$ cat src/rtl/adder_serial_nbit.sv
// ============================================================================
// Module      : adder_serial_nbit
// Description : Multi-cycle adder that sums two WIDTH-bit operands CHUNK bits
//               per clock, LSB chunk first, and reports sum, carry-out and
//               two's-complement overflow with a one-cycle done pulse.
// Revision    : 1.0 - initial release
// ============================================================================
`default_nettype none

module adder_serial_nbit #(
  parameter int WIDTH = 16,
  parameter int CHUNK = 4
) (
  input  logic             clk,
  input  logic             rst,
  input  logic             start,
  input  logic [WIDTH-1:0] a,
  input  logic [WIDTH-1:0] b,
  input  logic             carry_in,
  output logic             busy,
  output logic             done,
  output logic [WIDTH-1:0] sum,
  output logic             carry_out,
  output logic             overflow
);

  localparam int NCHUNK = WIDTH / CHUNK;
  localparam int IDX_W  = (NCHUNK > 1) ? $clog2(NCHUNK) : 1;
  localparam logic [IDX_W-1:0] LAST_IDX = IDX_W'(NCHUNK - 1);

  typedef enum logic [1:0] {
    ST_IDLE = 2'd0,
    ST_CALC = 2'd1,
    ST_DONE = 2'd2
  } state_t;

  state_t           state_q;
  // Captured operands are shifted right each CALC cycle, so the chunk being
  // added is always in the low CHUNK bits; the original MSBs end up in the
  // top of the low chunk on the final cycle.
  logic [WIDTH-1:0] a_q;
  logic [WIDTH-1:0] b_q;
  // Accumulator fills from the top: each new chunk enters at the MSB end and
  // earlier chunks move down, so after NCHUNK cycles it holds the full sum.
  logic [WIDTH-1:0] acc_q;
  logic             carry_q;
  logic [IDX_W-1:0] idx_q;
  logic             busy_q;
  logic             done_q;
  logic [WIDTH-1:0] sum_q;
  logic             carry_out_q;
  logic             overflow_q;

  logic [CHUNK:0]   chunk_sum_d;
  logic [WIDTH-1:0] acc_d;
  logic             msb_cin_d;
  logic             overflow_d;

  // Chunk adder, accumulator merge and overflow from the carry into the MSB.
  always_comb begin
    chunk_sum_d = {1'b0, a_q[CHUNK-1:0]} + {1'b0, b_q[CHUNK-1:0]}
                + {{CHUNK{1'b0}}, carry_q};
    acc_d       = WIDTH'({chunk_sum_d[CHUNK-1:0], acc_q} >> CHUNK);
    // Only meaningful on the last chunk, where bit CHUNK-1 is operand bit WIDTH-1.
    msb_cin_d   = chunk_sum_d[CHUNK-1] ^ a_q[CHUNK-1] ^ b_q[CHUNK-1];
    overflow_d  = msb_cin_d ^ chunk_sum_d[CHUNK];
  end

  // Control FSM with registered status and result outputs.
  always_ff @(posedge clk) begin
    if (rst) begin
      state_q     <= ST_IDLE;
      a_q         <= '0;
      b_q         <= '0;
      acc_q       <= '0;
      carry_q     <= 1'b0;
      idx_q       <= '0;
      busy_q      <= 1'b0;
      done_q      <= 1'b0;
      sum_q       <= '0;
      carry_out_q <= 1'b0;
      overflow_q  <= 1'b0;
    end else begin
      case (state_q)
        ST_IDLE, ST_DONE: begin
          done_q <= 1'b0;
          if (start) begin
            a_q     <= a;
            b_q     <= b;
            carry_q <= carry_in;
            acc_q   <= '0;
            idx_q   <= '0;
            busy_q  <= 1'b1;
            state_q <= ST_CALC;
          end else begin
            busy_q  <= 1'b0;
            state_q <= ST_IDLE;
          end
        end
        ST_CALC: begin
          a_q     <= a_q >> CHUNK;
          b_q     <= b_q >> CHUNK;
          acc_q   <= acc_d;
          carry_q <= chunk_sum_d[CHUNK];
          if (idx_q == LAST_IDX) begin
            sum_q       <= acc_d;
            carry_out_q <= chunk_sum_d[CHUNK];
            overflow_q  <= overflow_d;
            busy_q      <= 1'b0;
            done_q      <= 1'b1;
            idx_q       <= '0;
            state_q     <= ST_DONE;
          end else begin
            idx_q <= idx_q + 1'b1;
          end
        end
        default: begin
          busy_q  <= 1'b0;
          done_q  <= 1'b0;
          state_q <= ST_IDLE;
        end
      endcase
    end
  end

  // Flag unknown control values reaching the FSM while out of reset.
  always @(posedge clk) begin
    if (!rst) begin
      assert (!$isunknown(start)) else $error("adder_serial_nbit: start is X/Z");
      if (start === 1'b1 && state_q != ST_CALC) begin
        assert (!$isunknown(carry_in)) else $error("adder_serial_nbit: carry_in is X/Z at capture");
      end
    end
  end

  assign busy      = busy_q;
  assign done      = done_q;
  assign sum       = sum_q;
  assign carry_out = carry_out_q;
  assign overflow  = overflow_q;

endmodule

`default_nettype wire

$ cat config.mk
export PLATFORM = sky130hd
export DESIGN_NAME = adder_serial_nbit
export DESIGN_NICKNAME = d
export VERILOG_FILES = /design/src/rtl/adder_serial_nbit.sv
export SDC_FILE = /design/constraint.sdc
export NUM_CORES = 1
export LEC_CHECK = 0
export ABC_AREA = 1
export ABC_CLOCK_PERIOD_IN_PS = 1600
export CAP_MARGIN = 0
export CORE_UTILIZATION = 30
export DETAILED_ROUTE_END_ITERATION = 8
export REMOVE_ABC_BUFFERS = 1
export SETUP_SLACK_MARGIN = 0.3
export SLEW_MARGIN = 20
export SYNTH_ARGS = -nofsm -noshare
export SYNTH_HDL_FRONTEND = slang
export SYNTH_SLANG_ARGS = --single-unit
export TNS_END_PERCENT = 5
$ cat constraint.sdc
create_clock -name clk -period 1.6 [get_ports clk]
set_input_delay 0.32 -clock clk [delete_from_list [all_inputs] [get_ports clk]]
set_output_delay 0.32 -clock clk [all_outputs]
set_load 0.05 [all_outputs]
Word-level counts from Yosys, hierarchy flattened. Index checks and enable logic that the tools add are counted.

Word-level logic and storage cells: 46. Input port bits: 36. Flip-flop bits (word level): 73.

Eq/ne operators: 5. $add $sub $neg: 3. Muxes and demuxes: 17. Reductions and logical operators: 6. Bitwise operators: 4.

Operators by type and width (count): case mux 16 bit (2 select lines) (3); 2-to-1 mux 16 bit (3); case mux 2 bit (2 select lines) (2); 2-to-1 mux 2 bit (3); adder 4 x 4 -> 5 bit (1); adder 5 x 1 -> 5 bit (1); equality test 2 bit, second input constant (2); 2-to-1 mux 1 bit (4); != test 2 bit, second input constant (2); case mux 1 bit (2 select lines) (2); AND reduction 2 bit (2); OR reduction 2 bit (2); bitwise XOR 1 bit (3); adder 2 x 1 -> 2 bit, second input constant (1); equality test 2 x 1 -> 1 bit, second input constant (1); logical NOT 2 bit (1); nonzero test 2 bit (1); NOT 1 bit (1).

Logic depth before layout (Yosys ltp).
Depth in word-level cells: 5. Mapped depth: 11.

Worst setup path before layout. OpenSTA, ideal clock, no wires.

Path type: flip-flop to flip-flop. From: register a_q[0]. To: register overflow_q (netlist: overflow). Buffers on the path: 0. Clock period less this slack: 1.595 ns. Setup time: 0.056 ns. Cell stages (with the launch flop): 12. Slack: 0.005 ns. Data arrival time: 1.539 ns. Data required time: 1.544 ns. Path through: dfxtp_1 > fa_1 > inv_1 > fa_1 > nand3b_1 > nand2_1 > nand2_1 > nand2_1 > nand3_1 > nand3_1 > nand2_1 > inv_1.

Longest elaborated chain between the ends: 5.

RTL lines: start, declared (line 41) `logic [WIDTH-1:0] a_q;`; start signal, assigned (line 101) `a_q <= a_q >> CHUNK;`; adder 4 x 4 -> 5 bit (*) (line 61) `chunk_sum_d = {1'b0, a_q[CHUNK-1:0]} + {1'b0, b_q[CHUNK-1:0]}`; adder 5 x 1 -> 5 bit (*) (line 62) `+ {{CHUNK{1'b0}}, carry_q};`; bitwise XOR 1 bit (2 in a row) (line 65) `msb_cin_d = chunk_sum_d[CHUNK-1] ^ a_q[CHUNK-1] ^ b_q[CHUNK-1];`; bitwise XOR 1 bit (*) (line 66) `overflow_d = msb_cin_d ^ chunk_sum_d[CHUNK];`; end signal, assigned (line 108) `overflow_q <= overflow_d;`; end, declared (line 52) `logic overflow_q;`.

Every way passes the cells marked *; elsewhere a longest branch is shown, timed or not. A chain may end at the register's enable or synchronous reset.

Worst setup path after layout.
From: register carry_q. To: register overflow_q (netlist: overflow).

Longest elaborated chain between the ends: 4.

RTL lines: start, declared (line 46) `logic carry_q;`; start signal, assigned (line 90) `carry_q <= carry_in;`; start signal, assigned (line 104) `carry_q <= chunk_sum_d[CHUNK];`; adder 5 x 1 -> 5 bit (*) (line 62); bitwise XOR 1 bit (2 in a row) (line 65); bitwise XOR 1 bit (*) (line 66).

Marked as above.

==> metrics.txt <==
# TYPE chip_impl_metric gauge
chip_impl_info{name="cp_cell_sequence",value="fa_2 > inv_2 > fa_2 > nand3b_1 > nand2_2 > nand2_1 > nand2_1 > nand3_1 > nand3_1 > nand2_1 > inv_1"} 1
chip_impl_metric{name="peakVddDrop",unit="mV"} 0.482
chip_impl_metric{name="core_region_area",unit="um^2"} 9240
chip_impl_metric{name="first_global_vias",unit=""} 2446
chip_impl_metric{name="globalplace.congestion",unit=""} 0.771
chip_impl_metric{name="post_layout_nonfiller_instances",unit=""} 554
chip_impl_metric{name="muxShareOfSynthArea",unit="%"} 0
chip_impl_info{name="critPathCaptureType",value="flip-flop"} 1
chip_impl_metric{name="fin_worst_skew",unit="ps"} 8.28
chip_impl_info{name="tritoncts",value="yes"} 1
chip_impl_metric{name="final-max-slew-violation-count",unit=""} 0
chip_impl_metric{name="switch_share",unit="%"} 25.6
chip_impl_metric{name="global_route_wire_length_before_repair",unit="um"} 10900
chip_impl_metric{name="p_sw",unit="uW"} 1040
chip_impl_metric{name="power.share.combinational",unit="%"} 16.7
chip_impl_metric{name="cp.arrival",unit="ps"} 1910
chip_impl_metric{name="antenna_found_initial",unit=""} 0
chip_impl_metric{name="maximum_number_of_pins_on_one_net_before_global_route_repair",unit=""} 29
chip_impl_metric{name="io_buffer_count",unit=""} 55
chip_impl_metric{name="min_period",unit="ps"} 1620
chip_impl_metric{name="detail_route.wl_per_cell",unit="um"} 11.8
chip_impl_metric{name="seq_power_share",unit="%"} 46.2
chip_impl_metric{name="detailedPlacementHpwl",unit="um"} 4390
chip_impl_metric{name="dpl_cell_area",unit="um^2"} 3590
chip_impl_info{name="critPathSlowestCell",value="sky130_fd_sc_hd__dfxtp_2"} 1
chip_impl_metric{name="post_route_cells_drive_above_1_share",unit="%"} 19.5
chip_impl_metric{name="yosys.area_share.simple",unit="%"} 20.3
chip_impl_metric{name="initial_core_utilization",unit="%"} 30.9
chip_impl_metric{name="routed-via-count",unit=""} 2540
chip_impl_metric{name="die_h",unit="um"} 99.5
chip_impl_metric{name="critical_path_required",unit="ps"} 1890
chip_impl_metric{name="count_of_filler_cells_inserted_in_the_layout",unit=""} 952
chip_impl_metric{name="synth-edff-count",unit=""} 0
chip_impl_info{name="worstSetupStartpointType",value="flip-flop"} 1
chip_impl_metric{name="ioPinCount",unit=""} 56
chip_impl_metric{name="crit_path_max_fanout",unit=""} 3
chip_impl_metric{name="postLayoutCellArea",unit="um^2"} 3900
chip_impl_metric{name="synth.ff_latch_count",unit=""} 69
chip_impl_metric{name="detailedRoute.firstPassIterationCount",unit=""} 4
chip_impl_info{name="synth_top_flop_cell",value="sky130_fd_sc_hd__dfxtp_1"} 1
chip_impl_metric{name="remaining_drc_errors",unit=""} 0
chip_impl_metric{name="post-place-cells",unit=""} 535
chip_impl_info{name="most_frequent_standard_cell_in_the_layout_excluding_fill_and_tap_cells",value="sky130_fd_sc_hd__nand2_1"} 1
chip_impl_info{name="holdCritPathClass",value="reg -> reg"} 1
chip_impl_metric{name="synth_area",unit="um^2"} 2850
chip_impl_metric{name="tritoncts_num_sinks",unit=""} 69
chip_impl_metric{name="drt-vias-per-instance",unit=""} 4.58
chip_impl_metric{name="critical_path.max_stage_delay",unit="ps"} 350
chip_impl_metric{name="cts_max_path_buffers",unit=""} 2
chip_impl_metric{name="placementRows",unit=""} 35
chip_impl_info{name="critPathMostFrequentCell",value="sky130_fd_sc_hd__nand2_1"} 1
chip_impl_info{name="violations",value="negative setup slack"} 1
chip_impl_metric{name="synth_async_sr_flop_share",unit="%"} 0
chip_impl_metric{name="max_freq",unit="MHz"} 617
chip_impl_metric{name="relSlewSlack",unit="%"} 75.6
chip_impl_info{name="crit_path_kind",value="reg -> reg"} 1
chip_impl_metric{name="setup_viol",unit=""} 1
chip_impl_metric{name="p_per_area",unit="nW/um^2"} 1040
chip_impl_metric{name="synth_xor_xnor_area_share",unit="%"} 0.921
chip_impl_metric{name="cts_made_buffers",unit=""} 9
chip_impl_metric{name="power.total",unit="uW"} 4050
chip_impl_metric{name="first_iter_violations",unit=""} 113
chip_impl_info{name="grt_setup_unrepaired",value="true"} 1
chip_impl_metric{name="worst_slew_pin_slew",unit="ps"} 366
chip_impl_metric{name="antenna_violating_nets_post_route",unit=""} 0
chip_impl_metric{name="flow.area_growth_from_synthesis",unit="%"} 36.9
chip_impl_metric{name="final.setup.worst_slack",unit="ps"} -21.8
chip_impl_info{name="clk_root_buffer_cell",value="sky130_fd_sc_hd__clkbuf_8"} 1
chip_impl_metric{name="congestion_overflow_gr",unit=""} 0
chip_impl_metric{name="final_min_period_over_clock_period",unit="%"} 101
chip_impl_metric{name="post_synth_num_cell_types",unit=""} 30
chip_impl_info{name="commonest_cells_after_routing_fill_and_taps_aside",value="sky130_fd_sc_hd__nand2_1 (84), sky130_fd_sc_hd__dfxtp_1 (65), sky130_fd_sc_hd__clkdlybuf4s50_1 (35)"} 1
chip_impl_info{name="status",value="complete, but fails checks"} 1
chip_impl_metric{name="antennaDiodeCount",unit=""} 0
chip_impl_metric{name="synth-seq-area-share",unit="%"} 48.4
chip_impl_metric{name="yosysWarningCount",unit=""} 0
chip_impl_metric{name="gate_count_after_technology_mapping",unit=""} 356
chip_impl_metric{name="design.die.area",unit="um^2"} 9900
chip_impl_metric{name="clk_pin_slew",unit="ps"} 70
chip_impl_metric{name="die_w",unit="um"} 99.5
chip_impl_metric{name="timing.max_cap.violations",unit=""} 0
chip_impl_metric{name="synth-adder-area-share",unit="%"} 3.16
chip_impl_metric{name="synth_compound_area_share",unit="%"} 18.6
chip_impl_metric{name="global_route.usage.total",unit="%"} 13.7
chip_impl_metric{name="power_report.internal_total",unit="uW"} 3010
chip_impl_metric{name="synthesis.area_per_instance",unit="um^2"} 8.01
chip_impl_metric{name="worst_skew_pair.late_latency",unit="ps"} 340
chip_impl_metric{name="ctsHtreeMaxLevel",unit=""} 3
chip_impl_metric{name="timing_hold_violations_final",unit=""} 0
chip_impl_metric{name="static_power_due_to_leakage",unit="uW"} 0.00156
chip_impl_info{name="synth_top_family_by_area",value="simple AND/OR/NAND/NOR gates"} 1
chip_impl_metric{name="totalWireLength",unit="um"} 6510
chip_impl_metric{name="power_frac_clock",unit="%"} 37.1
chip_impl_metric{name="design.final.nets",unit=""} 462
-- sequential cells by signal, indices dropped and copies added, names as in the netlist --
signal	cells
b_q	16
carry_q	1
acc_q	12
sum	16
done	1
overflow	1
idx_q	2
busy	1
state_q	2
carry_out	1
a_q	16
-- what timing repair did --
| action | in CTS | in global routing |
|---|---|---|
| hold buffers | 0 | 0 |
| gates resized for setup | 12 | 18 |
| pin swaps | 8 | 12 |
| hold endpoints to repair | 0 | 0 |
| setup endpoints to repair | 61 | 56 |
| buffers inserted | 2 | 1 |
-- worst max-delay path, delay by kind of cell, from the launching register on --
kind          cells  cell delay [ps]
simple gates      7              590
buf+inv           2               80
flops             1              350
fa+ha+maj         2              570
-- synthesized netlist by cell type, types with 2 or more instances --
master | instances | share of area [%]
sky130_fd_sc_hd__nand2_1 | 86 | 11
sky130_fd_sc_hd__dfxtp_1 | 69 | 48
sky130_fd_sc_hd__nand3_1 | 30 | 5.3
sky130_fd_sc_hd__a31oi_1 | 25 | 5.5
sky130_fd_sc_hd__o21ai_1 | 23 | 4.0
sky130_fd_sc_hd__inv_1 | 21 | 2.8
sky130_fd_sc_hd__o21ai_0 | 21 | 3.7
sky130_fd_sc_hd__a21oi_1 | 14 | 2.5
sky130_fd_sc_hd__nor2_1 | 14 | 1.8
sky130_fd_sc_hd__buf_2 | 11 | 1.9
sky130_fd_sc_hd__clkbuf_1 | 6 | 0.79
sky130_fd_sc_hd__o32ai_1 | 6 | 1.8
sky130_fd_sc_hd__ha_1 | 4 | 1.8
sky130_fd_sc_hd__buf_4 | 3 | 0.79
sky130_fd_sc_hd__inv_2 | 3 | 0.39
sky130_fd_sc_hd__buf_1 | 2 | 0.26
sky130_fd_sc_hd__buf_8 | 2 | 1.1
sky130_fd_sc_hd__fa_1 | 2 | 1.4
sky130_fd_sc_hd__nand2_4 | 2 | 0.79
sky130_fd_sc_hd__xnor2_1 | 2 | 0.61
-- through the flow --
stage	setup WS, ps	hold slack [ps]	setup TNS (ps)	utilization (%)
final	-21.8	463	-21.8	42.2
after global routing	-136	485	-306	42.2
after CTS	-0.230	464	-0.230	41.7
after detailed placement	-108	455	-142	38.8
after global placement	-31.9	449	-31.9	38.8
after floorplan	-480	384	-16060	-
-- path summary, 6_finish.rpt --
| check | start | end | slack [ps] | cells past startpoint |
|---|---|---|---|---|
| max | carry_q | overflow | -20 | 11 |
| min | a_q[12] | a_q[12] | 460 | 2 |
| min reg2reg | a_q[12] | a_q[12] | 460 | 2 |
| max reg2reg | carry_q | overflow | -20 | 11 |
-- cell families after synthesis --
kind of cell	after synthesis
adders and majority gates	6
buffers and inverters	50
AOI/OAI and AO/OA	92
DFF	69
and+or+nand+nor	136
xor gates and xnor gates	3
-- area by class of cell --
type	instances	area, um^2	area share [%]
multi-input cells	237	1280	32.9
well taps	129	161	4.13
flip-flops and latches	69	1390	35.5
inverters	25	106	2.72
clock buffers	12	135	3.46
repair buffers	78	759	19.5
clock inverters	4	72.6	1.86
-- power groups by stage --
stage	logic (uW)	registers [uW]	clock network, uW
floorplan	332	1910	0
global placement	617	1900	0
detailed placement	623	1910	0
CTS	655	1870	1540
global route	748	1880	1590
finish	678	1870	1500
-- routing by layer --
metal | global-route usage [%] | vias to the layer above | wire (um)
met1 | 17.0 | 1148 | 3120
met2 | 23.0 | 59 | 3030
met4 | 4.30 | 0 | 49
met3 | 4.01 | 7 | 317
li1 | - | 1326 | -
met5 | 0 | - | 0
Power figures use the tool's default switching activity.
==> RTL change: new RTL, same flow settings <==
Make the reset (`rst`) asynchronous in one clocked block.
--- a/src/rtl/adder_serial_nbit.sv
+++ b/src/rtl/adder_serial_nbit.sv
@@ -68,5 +68,5 @@
 
   // Control FSM with registered status and result outputs.
-  always_ff @(posedge clk) begin
+  always_ff @(posedge clk or posedge rst) begin
     if (rst) begin
       state_q     <= ST_IDLE;
Formal check against the unedited RTL: differs if rst is asserted again (counterexample within 4 cycles, from zero or initial values and one cycle with rst high); with rst held inactive, the same outputs for 10 cycles.
==> RTL change against the unedited design <==
  * The flow still finishes with violations (negative setup slack)
  * Clock skew is 0.0015 ns lower
  * Sequential share of layout area is 5.5 points higher
  * Area after synthesis is 4.6% higher
  * Routed wire length is 1.9% lower
  * Setup slack worse by 0.020 ns
  * Hold slack worse by 0.088 ns
  * Cell area is 6.3% higher
  * First-iteration DRC count is 37% lower
  * Sequential cell count is 1 lower
  * Core utilization is 0.62 points higher
Power is not compared: it rests on default switching activity, and its combinational part moved more than twofold at a synthesized area within 25%.
==> RTL change: results (changes against the unedited design) <==
metric,value,unit,change
status,"finished, violations left",,
failing checks,negative setup slack,,
"Seq/Total Area, Yosys",0.5707,,+0.08629
ratio of cells with drive above 1 in the final layout,0.3047,,+0.1094
post-DR wirelength/cell,12.93,um,+10%
ys flop type,dfrtp_1,,
first-pass GRT wire length,10660,um,-1.9%
placed inst area,0.003769,sq mm,+5.0%
highest metal used,met4,,
clock latency on the worst-skew pair,0.34,ns,about the same
peak supply drop,1064,uV,
Final nets,398,,-14%
Routability Congestion,0.7989,,+3.6%
Syn Area/Cell,10.50,sq um,+31%
CP Launch Type,flip-flop,,
Initial DRC Count,71,,-37%
FILL cells,961,,+0.95%
met2 wire length,3114,um,+2.9%
met3 usage,0.03796,,-0.002099
vias in the first global route,2232,,-8.7%
Worst Hold Class,in -> async,,
asr flop ratio synth,1.000,,+1.000
I/O Buffers,55,,unchanged
R2R Path Start,a_q[0]$_DFFE_PP0P_,,
DRT Pass-1 Iters,4,,unchanged
synth warn,0,,unchanged
hpwl dp,4339,um,-1.1%
commonest cells in the netlist,"dfrtp_1 (68), nor2_1 (48), nand2_1 (34)",,
initial antenna violation count,0,,unchanged
Clock Path Buffers,2,,unchanged
Post-CTS Hold Buffers,0,,unchanged
Finish-stage setup viols,3,,+2
Slew headroom,0.7606,,+0.004820
final setup margin,-0.04154,ns,-0.01976 ns
total CTS buffers,9,,unchanged
met1 wire length,2860,um,-8.3%
Ant. Diodes,0,,unchanged
"Setup Fix Bufs, Post-CTS",3,,+1
hold slack,0.3754,ns,-0.08763 ns
# placed instances,474,,-11%
wire length on met3,305,um,-3.8%
Final Instance Area,0.004151,sq mm,+6.3%
leakage power,1.893,nW,
htree depth,3,,unchanged
worst-path fanout max,3,,unchanged
total of max-cap violations,0,,unchanged
arrival time worst endpoint,1.87,ns,-0.04 ns
GRT met1 Usage,0.1681,,-0.001878
Synth area leaders,"dfrtp_1 (57%), nor2_1 (6.0%), o22ai_1 (5.2%)",,
Synth cell types,27,,-10%
Setup Skew,0.006812,ns,-0.001470 ns
Worst R2R End,overflow$_DFFE_PP0P_,,
final non-filler cell total,494,,-11%
total track usage,0.1365,,-0.0009008
PostCTS Resize Cnt,33,,+21
CTS Root Cell,clkbuf_8,,
GR Util met2,0.2251,,-0.005183
R2R cell count,9,,-2
largest net degree at the start of global routing,69,,+140%
DR vias,2251,,-11%
RTL change: cell count changes after synthesis, moves of 25 or more:
cell and delta:
dfxtp_1 -69, dfrtp_1 +68, nand2_1 -52, nor2_1 +34
a31oi_1 -25, o22ai_1 +25
RTL change: worst max path at each step:
stage,endpoint,slack (ns)
2_1_floorplan,overflow$_DFFE_PP0P_,-0.51
3_3_place_gp,overflow$_DFFE_PP0P_,-0.06
3_5_place_dp,overflow$_DFFE_PP0P_,-0.10
4_1_cts,overflow$_DFFE_PP0P_,-0.02
5_1_grt,overflow$_DFFE_PP0P_,-0.18
6_report,overflow$_DFFE_PP0P_,-0.04
RTL change: critical path: stages, from the launching register on:
cell,delay (ns)
dfrtp_1,0.40
fa_2,0.40
inv_2,0.06
fa_2,0.18
nand3b_1,0.13
nand2_2,0.08
nand2_2,0.09
nand3_2,0.08
nand2_1,0.06
nand2_1,0.04
RTL change: report_power, final:
group	switching (mW)	internal [mW]	total, mW
logic	3.13	2.29	5.42
registers	0.541	2.51	3.05
clock network	0.630	0.681	1.31
RTL change: logic make-up (layout without fill, tap and decap cells):
kind of cell	after synthesis	count (layout)	share of synthesized area
compound gates	64	64	0.1725
xor+xnor	3	3	0.008814
fa+ha+maj	6	6	0.03022
buf+inv	43	120	0.07428
flops	68	68	0.5707
simple gates	100	100	0.1435
RTL change: through the flow:
step,setup WS (ns),TNS [ns]
after global placement,-0.05604,-0.05604
after global routing,-0.1760,-0.5808
after CTS,-0.02203,-0.03447
after floorplan,-0.5064,-52.91
final,-0.04154,-0.08761
after detailed placement,-0.1037,-0.1248
RTL change: layout make-up:
type	instances	area share
flip-flops and latches	68	0.4099
multi-input cells	173	0.2833
repair buffers	75	0.1941
well taps	133	0.04008
clock buffers	12	0.03978
inverters	29	0.02743
clock inverters	4	0.005425
